===== src/rtl/systolic_tile_scheduler.sv =====
// Purpose: sequence one matrix tile through a ROWS x COLS systolic array (buffer reads, skewed lanes, drain count).
// Latency: buffer word returns 1 cycle after its read strobe; row r / column c sees it r / c cycles later.
// Backpressure: one tile at a time; cmd_ready_o is high only in IDLE, and result beats are never stalled.
//
// Ports:
//   clk, rst                          clock, synchronous active-high reset
//   cmd_valid_i/cmd_ready_o           tile command handshake carrying cmd_k_i (K) and cmd_base_i
//   act_rd_* / wgt_rd_*               activation / weight buffer read strobe, address, returned word
//   act_o, act_en_o, end_o            skewed west-edge activation lanes and end-of-reduction markers
//   wgt_o, wgt_en_o                   skewed north-edge weight lanes
//   clear_all_o, stop_weight_o        array clear pulse and weight-hold control
//   res_valid_i                       per-row result beats drained from the west edge
//   busy_o, done_o, err_o, err_code_o status: not idle, tile complete pulse, sticky error and its cause
module systolic_tile_scheduler #(
  parameter int DATA_WIDTH    = 16,
  parameter int ROWS          = 4,
  parameter int COLS          = 4,
  parameter int K_W           = 12,
  parameter int ADDR_W        = 12,
  parameter int DRAIN_TIMEOUT = 1024
) (
  input  logic                       clk,
  input  logic                       rst,
  input  logic                       cmd_valid_i,
  output logic                       cmd_ready_o,
  input  logic [K_W-1:0]             cmd_k_i,
  input  logic [ADDR_W-1:0]          cmd_base_i,
  output logic                       act_rd_en_o,
  output logic [ADDR_W-1:0]          act_rd_addr_o,
  input  logic [ROWS*DATA_WIDTH-1:0] act_rd_data_i,
  output logic                       wgt_rd_en_o,
  output logic [ADDR_W-1:0]          wgt_rd_addr_o,
  input  logic [COLS*DATA_WIDTH-1:0] wgt_rd_data_i,
  output logic [ROWS*DATA_WIDTH-1:0] act_o,
  output logic [ROWS-1:0]            act_en_o,
  output logic [ROWS-1:0]            end_o,
  output logic [COLS*DATA_WIDTH-1:0] wgt_o,
  output logic [COLS-1:0]            wgt_en_o,
  output logic                       clear_all_o,
  output logic                       stop_weight_o,
  input  logic [ROWS-1:0]            res_valid_i,
  output logic                       busy_o,
  output logic                       done_o,
  output logic                       err_o,
  output logic [1:0]                 err_code_o
);

  // Longest skew across both edges; FLUSH lasts this long so every lane has emptied.
  localparam int LANES = (ROWS > COLS) ? ROWS : COLS;
  localparam int CNT_W = $clog2(COLS + 1);
  localparam int TMR_W = $clog2(DRAIN_TIMEOUT + 1);

  typedef enum logic [2:0] {
    S_IDLE   = 3'd0,
    S_CLEAR  = 3'd1,
    S_STREAM = 3'd2,
    S_FLUSH  = 3'd3,
    S_DRAIN  = 3'd4,
    S_DONE   = 3'd5
  } state_t;

  state_t                  state_q, state_d;
  logic [K_W-1:0]          k_q;
  logic [K_W-1:0]          idx_q;
  logic [ADDR_W-1:0]       base_q;
  logic [TMR_W-1:0]        tmr_q;
  logic [CNT_W-1:0]        cnt_q [ROWS];
  logic [ROWS-1:0]         cnt_full;
  logic                    rows_full;
  logic                    accept;
  logic                    rd_last;
  logic                    counting;
  logic                    ovf_beat;
  logic                    drain_tmo;
  logic                    rd_vld_q;
  logic                    rd_last_q;
  logic                    err_q;
  logic [1:0]              err_code_q;
  logic                    done_q;
  logic                    stop_weight_q;
  logic [ROWS*DATA_WIDTH-1:0] act_s0;
  logic [COLS*DATA_WIDTH-1:0] wgt_s0;

  assign accept    = cmd_valid_i && (state_q == S_IDLE);
  assign rd_last   = (state_q == S_STREAM) && (idx_q == k_q - K_W'(1));
  assign counting  = (state_q == S_STREAM) || (state_q == S_FLUSH) || (state_q == S_DRAIN);

  always_comb begin
    cnt_full = '0;
    for (int r = 0; r < ROWS; r++) begin
      cnt_full[r] = (cnt_q[r] == CNT_W'(COLS));
    end
  end

  assign rows_full = &cnt_full;
  // A beat landing on an already complete row is the overflow case; it is dropped.
  assign ovf_beat  = counting && (|(res_valid_i & cnt_full));
  // Completion in the final DRAIN cycle takes priority over the timeout.
  assign drain_tmo = (state_q == S_DRAIN) && !rows_full &&
                     (tmr_q == TMR_W'(DRAIN_TIMEOUT - 1));

  // ---------------- FSM: state register ----------------
  always_ff @(posedge clk) begin
    if (rst) begin
      state_q <= S_IDLE;
    end else begin
      state_q <= state_d;
    end
  end

  // ---------------- FSM: next state ----------------
  always_comb begin
    state_d = state_q;
    case (state_q)
      S_IDLE:   if (accept) state_d = (cmd_k_i == '0) ? S_DONE : S_CLEAR;
      S_CLEAR:  state_d = S_STREAM;
      S_STREAM: if (rd_last) state_d = S_FLUSH;
      S_FLUSH:  if (tmr_q == TMR_W'(LANES - 1)) state_d = S_DRAIN;
      S_DRAIN:  if (rows_full || drain_tmo) state_d = S_DONE;
      S_DONE:   state_d = S_IDLE;
      default:  state_d = S_IDLE;
    endcase
  end

  // ---------------- FSM: outputs ----------------
  always_comb begin
    cmd_ready_o   = (state_q == S_IDLE);
    busy_o        = (state_q != S_IDLE);
    clear_all_o   = (state_q == S_CLEAR);
    act_rd_en_o   = (state_q == S_STREAM);
    wgt_rd_en_o   = (state_q == S_STREAM);
    act_rd_addr_o = '0;
    wgt_rd_addr_o = '0;
    if (state_q == S_STREAM) begin
      // Natural ADDR_W-bit wrap gives the modulo addressing.
      act_rd_addr_o = base_q + ADDR_W'(idx_q);
      wgt_rd_addr_o = base_q + ADDR_W'(idx_q);
    end
  end

  // Command latch, read index and the FLUSH/DRAIN cycle timer.
  always_ff @(posedge clk) begin
    if (rst) begin
      k_q    <= '0;
      base_q <= '0;
      idx_q  <= '0;
      tmr_q  <= '0;
    end else begin
      if (accept) begin
        k_q    <= cmd_k_i;
        base_q <= cmd_base_i;
      end
      idx_q <= (state_q == S_STREAM) ? idx_q + K_W'(1) : '0;
      if ((state_d != state_q) || !((state_q == S_FLUSH) || (state_q == S_DRAIN))) begin
        tmr_q <= '0;
      end else begin
        tmr_q <= tmr_q + TMR_W'(1);
      end
    end
  end

  // Per-row drain counters.
  always_ff @(posedge clk) begin
    if (rst) begin
      for (int r = 0; r < ROWS; r++) cnt_q[r] <= '0;
    end else if (state_q == S_CLEAR) begin
      for (int r = 0; r < ROWS; r++) cnt_q[r] <= '0;
    end else if (counting) begin
      for (int r = 0; r < ROWS; r++) begin
        if (res_valid_i[r] && !cnt_full[r]) cnt_q[r] <= cnt_q[r] + CNT_W'(1);
      end
    end
  end

  // Sticky error; the first cause to occur is the one reported.
  always_ff @(posedge clk) begin
    if (rst) begin
      err_q      <= 1'b0;
      err_code_q <= 2'd0;
    end else if (accept) begin
      err_q      <= 1'b0;
      err_code_q <= 2'd0;
    end else if (!err_q) begin
      if (ovf_beat) begin
        err_q      <= 1'b1;
        err_code_q <= 2'd2;
      end else if (drain_tmo) begin
        err_q      <= 1'b1;
        err_code_q <= 2'd1;
      end
    end
  end

  // done and stop_weight are flop outputs: done trails the DONE state by one
  // cycle, stop_weight tracks the state but reads 0 while in reset.
  always_ff @(posedge clk) begin
    if (rst) begin
      done_q        <= 1'b0;
      stop_weight_q <= 1'b0;
    end else begin
      done_q        <= (state_q == S_DONE);
      stop_weight_q <= !((state_d == S_STREAM) || (state_d == S_FLUSH));
    end
  end

  assign done_o        = done_q;
  assign stop_weight_o = stop_weight_q;
  assign err_o         = err_q;
  assign err_code_o    = err_code_q;

  // Read-return qualifiers: the buffer word is valid the cycle after the strobe.
  always_ff @(posedge clk) begin
    if (rst) begin
      rd_vld_q  <= 1'b0;
      rd_last_q <= 1'b0;
    end else begin
      rd_vld_q  <= (state_q == S_STREAM);
      rd_last_q <= rd_last;
    end
  end

  // Zero-fill: lanes carry 0 whenever their enable is low.
  assign act_s0 = rd_vld_q ? act_rd_data_i : '0;
  assign wgt_s0 = rd_vld_q ? wgt_rd_data_i : '0;

  // Row r gets its slice r cycles after return; row 0 is the returned word itself.
  for (genvar r = 0; r < ROWS; r++) begin : g_row
    if (r == 0) begin : g_tap0
      assign act_o[DATA_WIDTH-1:0] = act_s0[DATA_WIDTH-1:0];
      assign act_en_o[0]           = rd_vld_q;
      assign end_o[0]              = rd_last_q;
    end else begin : g_tapn
      logic [DATA_WIDTH-1:0] dat_q [r];
      logic [r-1:0]          en_q;
      logic [r-1:0]          end_q;
      always_ff @(posedge clk) begin
        if (rst) begin
          for (int i = 0; i < r; i++) dat_q[i] <= '0;
          en_q  <= '0;
          end_q <= '0;
        end else begin
          dat_q[0] <= act_s0[r*DATA_WIDTH +: DATA_WIDTH];
          en_q[0]  <= rd_vld_q;
          end_q[0] <= rd_last_q;
          for (int i = 1; i < r; i++) begin
            dat_q[i] <= dat_q[i-1];
            en_q[i]  <= en_q[i-1];
            end_q[i] <= end_q[i-1];
          end
        end
      end
      assign act_o[r*DATA_WIDTH +: DATA_WIDTH] = dat_q[r-1];
      assign act_en_o[r]                       = en_q[r-1];
      assign end_o[r]                          = end_q[r-1];
    end
  end

  // Column c gets its slice c cycles after return.
  for (genvar c = 0; c < COLS; c++) begin : g_col
    if (c == 0) begin : g_tap0
      assign wgt_o[DATA_WIDTH-1:0] = wgt_s0[DATA_WIDTH-1:0];
      assign wgt_en_o[0]           = rd_vld_q;
    end else begin : g_tapn
      logic [DATA_WIDTH-1:0] dat_q [c];
      logic [c-1:0]          en_q;
      always_ff @(posedge clk) begin
        if (rst) begin
          for (int i = 0; i < c; i++) dat_q[i] <= '0;
          en_q <= '0;
        end else begin
          dat_q[0] <= wgt_s0[c*DATA_WIDTH +: DATA_WIDTH];
          en_q[0]  <= rd_vld_q;
          for (int i = 1; i < c; i++) begin
            dat_q[i] <= dat_q[i-1];
            en_q[i]  <= en_q[i-1];
          end
        end
      end
      assign wgt_o[c*DATA_WIDTH +: DATA_WIDTH] = dat_q[c-1];
      assign wgt_en_o[c]                       = en_q[c-1];
    end
  end

endmodule


===== config.mk =====
export PLATFORM = sky130hd
export DESIGN_NAME = systolic_tile_scheduler
export DESIGN_NICKNAME = d
export VERILOG_FILES = /design/src/rtl/systolic_tile_scheduler.sv
export SDC_FILE = /design/constraint.sdc
export NUM_CORES = 1
export LEC_CHECK = 0
export ABC_AREA = 1
export CORE_MARGIN = 5
export CORE_UTILIZATION = 50
export CTS_CLUSTER_SIZE = 24
export DETAILED_ROUTE_END_ITERATION = 6
export PLACE_DENSITY = 0.85
export SYNTH_ARGS = -nofsm -noshare
export SYNTH_HDL_FRONTEND = slang
export SYNTH_SLANG_ARGS = --single-unit

===== constraint.sdc =====
create_clock -name clk -period 4.25 [get_ports clk]
set_input_delay 0.6375 -clock clk [delete_from_list [all_inputs] [get_ports clk]]
set_output_delay 0.6375 -clock clk [all_outputs]
set_load 0.01 [all_outputs]

== Word-level counts from Yosys, hierarchy flattened ==
Memory sizes are Yosys's and may differ from the RTL's.
Index checks and enable logic that the tools add are counted.
Cells by class
  add/subtract/negate cells: 8
  equal/unequal tests: 15
  muxes and demuxes: 62
  bitwise logic cells: 21
  reductions and logical operators: 34
Operators with widths (number)
  16-bit 2-to-1 mux: 12
  64-bit 2-to-1 mux: 2
  3-bit 2-to-1 mux: 13
  16-bit OR reduction: 2
  1-bit 2-to-1 mux: 31
  3-bit == test (second input constant): 6
  1-bit OR: 18
  3-bit one-hot mux with 5 select lines: 1
  12-bit by 1-bit adder with 12-bit output (second input constant): 1
  12-bit adder: 1
  3-bit by 1-bit adder with 3-bit output (second input constant): 4
  12-bit == test: 1
  3-bit by 2-bit == test with 1-bit output (second input constant): 4
  12-bit logical NOT: 1
  12-bit 2-to-1 mux: 1
  12-bit by 1-bit subtractor with 12-bit output (second input constant): 1
  11-bit by 1-bit adder with 11-bit output (second input constant): 1
  11-bit by 10-bit == test with 1-bit output (second input constant): 1
  11-bit by 2-bit == test with 1-bit output (second input constant): 1
  1-bit logical AND: 9
  1-bit logical NOT: 7
  1-bit logical OR: 6
  2-bit OR reduction: 3
  4-bit bitwise AND: 1
  other kinds (10): 12
Storage, ports and cells
  flip-flop bits (word level): 74
  bits in writable memories: 204
  input bits: 159
  output and inout port bits: 174
  logic and storage cells: 166
  memories kept: 7
Memories
  g_col[3].g_tapn.dat_q: depth 3, width 16, rd ports 3, clocked after memory_dff 0, wr ports 3, RTL line 264  | logic [DATA_WIDTH-1:0] dat_q [c];
  g_row[3].g_tapn.dat_q: depth 3, width 16, rd ports 3, clocked after memory_dff 0, wr ports 3, RTL line 233  | logic [DATA_WIDTH-1:0] dat_q [r];
  g_col[2].g_tapn.dat_q: depth 2, width 16, rd ports 2, clocked after memory_dff 0, wr ports 2, RTL line 264
  g_row[2].g_tapn.dat_q: depth 2, width 16, rd ports 2, clocked after memory_dff 0, wr ports 2, RTL line 233
  g_col[1].g_tapn.dat_q: depth 1, width 16, rd ports 1, clocked after memory_dff 0, wr ports 1, RTL line 264
  g_row[1].g_tapn.dat_q: depth 1, width 16, rd ports 1, clocked after memory_dff 0, wr ports 1, RTL line 233
  1 more memories

== Depth between registers and ports, before layout ==
  depth after elaboration: 11
  gate-level depth with buffers: 17
  depth with buffers taken out: 16

== Worst setup path after synthesis ==
Ideal clock, no wire load.
  path kind: register to output
  from: reg idx_q[2]
  to: out wgt_rd_addr_o[9]
  arrival time: 1730 ps
  required time: 3612 ps
  slack: 1882 ps
  stages on the path, launching flop included: 10
  path buffers: 1
  cells stage by stage: dfxtp_1 -> ha_1 -> a21oi_1 -> nand2_1 -> a21oi_1 -> nor2_1 -> nor2_1 -> xor2_1 -> nor2_1 -> buf_4
On the way
  cells in the longest elaborated chain, start to end: 2
Ends and longest elaborated chain
  from (decl): RTL line 64  | logic [K_W-1:0] idx_q;
  from (signal assigned): RTL line 153  | idx_q <= (state_q == S_STREAM) ? idx_q + K_W'(1) : '0;
  12-bit adder
  12-bit 2-to-1 mux
  to (decl): RTL line 32  | output logic [ADDR_W-1:0] wgt_rd_addr_o,
No other way between the ends.

== Worst setup path in the final report ==
  from: reg idx_q[2]
  to: out act_rd_addr_o[9]
On the way
  cells in the longest elaborated chain, start to end: 2
Ends and longest elaborated chain
  12-bit adder: RTL line 136  | act_rd_addr_o = base_q + ADDR_W'(idx_q);
  12-bit 2-to-1 mux: RTL line 134  | if (state_q == S_STREAM) begin
  to (decl): RTL line 29  | output logic [ADDR_W-1:0] act_rd_addr_o,
No other way between the ends.

==> out/metrics.yaml <==
cts:
  cts_buffers: 27
  clock-sinks: 267
  cts_tree: "built"
  htree_levels: 1
  postCtsSetupBuffers: 0
  ctsResizeCount: 0
  clk-insertion-delay-late_ns: 0.53
  root_buffer: "clkbuf_16"
  clk_pin_slew_ns: 0.06
  clockBufferDepth: 3
  hold_buffers: 0
worst_setup_path:
  required_ns: 3.61
  reg2reg_from: "rd_vld_q"
  worstSetupPathType: "reg -> out"
  rr_worst_depth: 3
  critPathLaunchType: "flip-flop"
  path_max_fanout: 7
  endpoint_kind: "output pin"
  r2r_end: "g_row[2].g_tapn.dat_q[0][15]"
  r2r_setup_slack_ns: 1.95
  cp.arrival_ns: 2.93
route:
  routed_wl_microns: 26500
  antenna_left: 0
  via_count: 8438
  drtIter0Drc: 486
  wire_per_inst_microns: 14.3
  drc: 0
  viasPerCell: 4.54
  first_pass_iters: 5
grt:
  busiest_layer: "met2"
  grt_pass1_vias: 8711
  antenna_found_initial: 0
  grtUsageMet1: 0.244
  grtUsageMet3: 0.0645
  grt_max_degree: 99
  grt_pass1_wl_microns: 42700
  grt.overflow.total: 0
  use_met2: 0.398
  grtUsageTotal: 0.217
power:
  power_per_cell_area_nw_per_um2: 387
  ir_drop_mv: 0.317
  p_leak_nw: 6.31
  power.total_mw: 5.50
logic_synthesis:
  yosysMostFrequentCell: "inv_1"
  synth_cells: 1326
  syn_nets: 1508
  synth_top_cell_by_area: "dfxtp_1"
  synth_seq_area_share: 0.521
  synth.top_cells.by_area: "dfxtp_1 (49%), inv_1 (11%), nor2_1 (9.1%)"
  yosys_most_used_dff: "dfxtp_1"
  synth-seq-cells: 267
  yosys.cell_types.count: 39
  synthArstFlopShare: 0
  synth_top_area_frac: 0.495
  syn_avg_cell_area_sq_um: 7.87
  synth_common_cells: "inv_1 (299), dfxtp_1 (258), nor2_1 (252)"
  ys_warn_count: 0
  syn_area_sq_um: 10400
  synth_edf_count: 9
timing:
  slew_viol_final: 0
  fin_hold_ws_ns: 0.397
  timing.final.crit_share: 0.839
  hold_viol: 0
  layout_min_cycle_time_ns: 3.56
  tightest_slew_ns: 1.13
  tns_ns: 0
  skew_ns: 0.00713
  final-setup-viol-count: 0
  slew_headroom: 0.244
  grt_setup_unrepaired: "false"
  timing.fmax_ghz: 0.281
worst_hold_path:
  min_delay_worst_endpoint: "g_row[3].g_tapn.dat_q[0][37]"
  worst_hold_startpoint: "g_row[3].g_tapn.dat_q[0][21]"
  hold_path_class: "reg -> reg"
  holdPathStages: 2
run_status:
  status: "finished clean"
floorplan:
  design.core.area_sq_um: 20400
  pin_count: 333
  row_count: 52
  die_h_microns: 154
  initial_utilization: 0.513
  die_w_microns: 154
  dieArea_sq_um: 23900
placement:
  port_buffers: 332
  place_area_sq_um: 13300
  gp_congestion: 0.887
  dp.cells: 1811
  place_hpwl_microns: 20000
final_layout:
  drive_gt1_frac: 0.0573
  synthToLayoutAreaGrowth_pct: 36.2
  postLayoutCellArea_sq_um: 14200
  layout.nets: 1752
  num_antenna_cells: 0
  stdcell_count: 1858
flow_run:
  timing.max_cap.violations: 0
-- placed cells by master (no fill, tap or decap), types with 12 or more instances in the layout --
cell and count:
xor2_1 15, a21oi_1 54, nand4_1 12, clkdlybuf4s50_1 331, nor2_1 252, nand3_1 28
ha_1 22, o21ai_0 29, inv_1 299, dfxtp_1 258, nor2_2 20, nand2_1 151
clkbuf_16 27
-- worst max path at each step --
stage | start | end | slack (ns) | cells after the start
3_3_place_gp | idx_q[2] | act_rd_addr_o[9] | 1.37 | 9
3_5_place_dp | idx_q[2] | wgt_rd_addr_o[9] | 1.30 | 9
2_1_floorplan | idx_q[2] | wgt_rd_addr_o[9] | 1.88 | 9
4_1_cts | idx_q[2] | wgt_rd_addr_o[9] | 0.71 | 9
6_report | idx_q[2] | act_rd_addr_o[9] | 0.69 | 9
5_1_grt | idx_q[2] | wgt_rd_addr_o[9] | 0.45 | 9
-- layer usage --
metal	wire [microns]	vias to the layer above
met5	0	-
met4	762	0
met3	2300	57
met2	13400	303
met1	10100	3798
li1	-	4280
-- worst max-delay path, stage by stage, from the launching register on --
cell             delay, ns
dfxtp_1               0.45
ha_1                  0.34
a21oi_1               0.18
nand2_1               0.14
a21oi_1               0.25
nor2_1                0.07
nor2_1                0.12
xor2_1                0.08
nor2_1                0.18
clkdlybuf4s50_1       0.58
-- sequential cells by signal, indices dropped and copies added (netlist names), 2 cells and up --
register	cells
g_row.g_tapn.end_q	3
g_row.g_tapn.dat_q	96
err_code_o	2
base_q	12
cnt_q	12
state_q	3
g_row.g_tapn.en_q	3
g_col.g_tapn.dat_q	96
idx_q	12
k_q	12
tmr_q	11
-- layout make-up --
| class | instances | area [sq um] |
|---|---|---|
| fillers | 1519 | 6140 |
| flip-flops and latches | 267 | 5440 |
| repair buffers | 337 | 3360 |
| multi-input cells | 629 | 3050 |
| inverters | 308 | 1160 |
| clock buffers | 40 | 785 |
| well taps | 270 | 338 |
| clock inverters | 7 | 100 |
-- per-stage QoR --
step / setup slack (ns) / utilization
after floorplan: 1.88 / -
after global placement: 1.37 / 0.655
after detailed placement: 1.30 / 0.655
after CTS: 0.714 / 0.698
after global routing: 0.451 / 0.698
final: 0.686 / 0.698
-- power by group --
part           internal (mW)  leakage, nW  switching (mW)
clock network           1.40        0.438           0.942
logic                  0.275         3.69           0.269
registers               2.57         2.18          0.0424
-- cells by family after synthesis --
family / count (synthesis) / share of synthesized area
compound gates: 95 / 0.0478
xor+xnor: 21 / 0.0176
fa+ha+maj: 23 / 0.0283
buf+inv: 430 / 0.188
flops: 267 / 0.521
simple gates: 490 / 0.198
No activity file was read; power rests on OpenSTA's default activity.
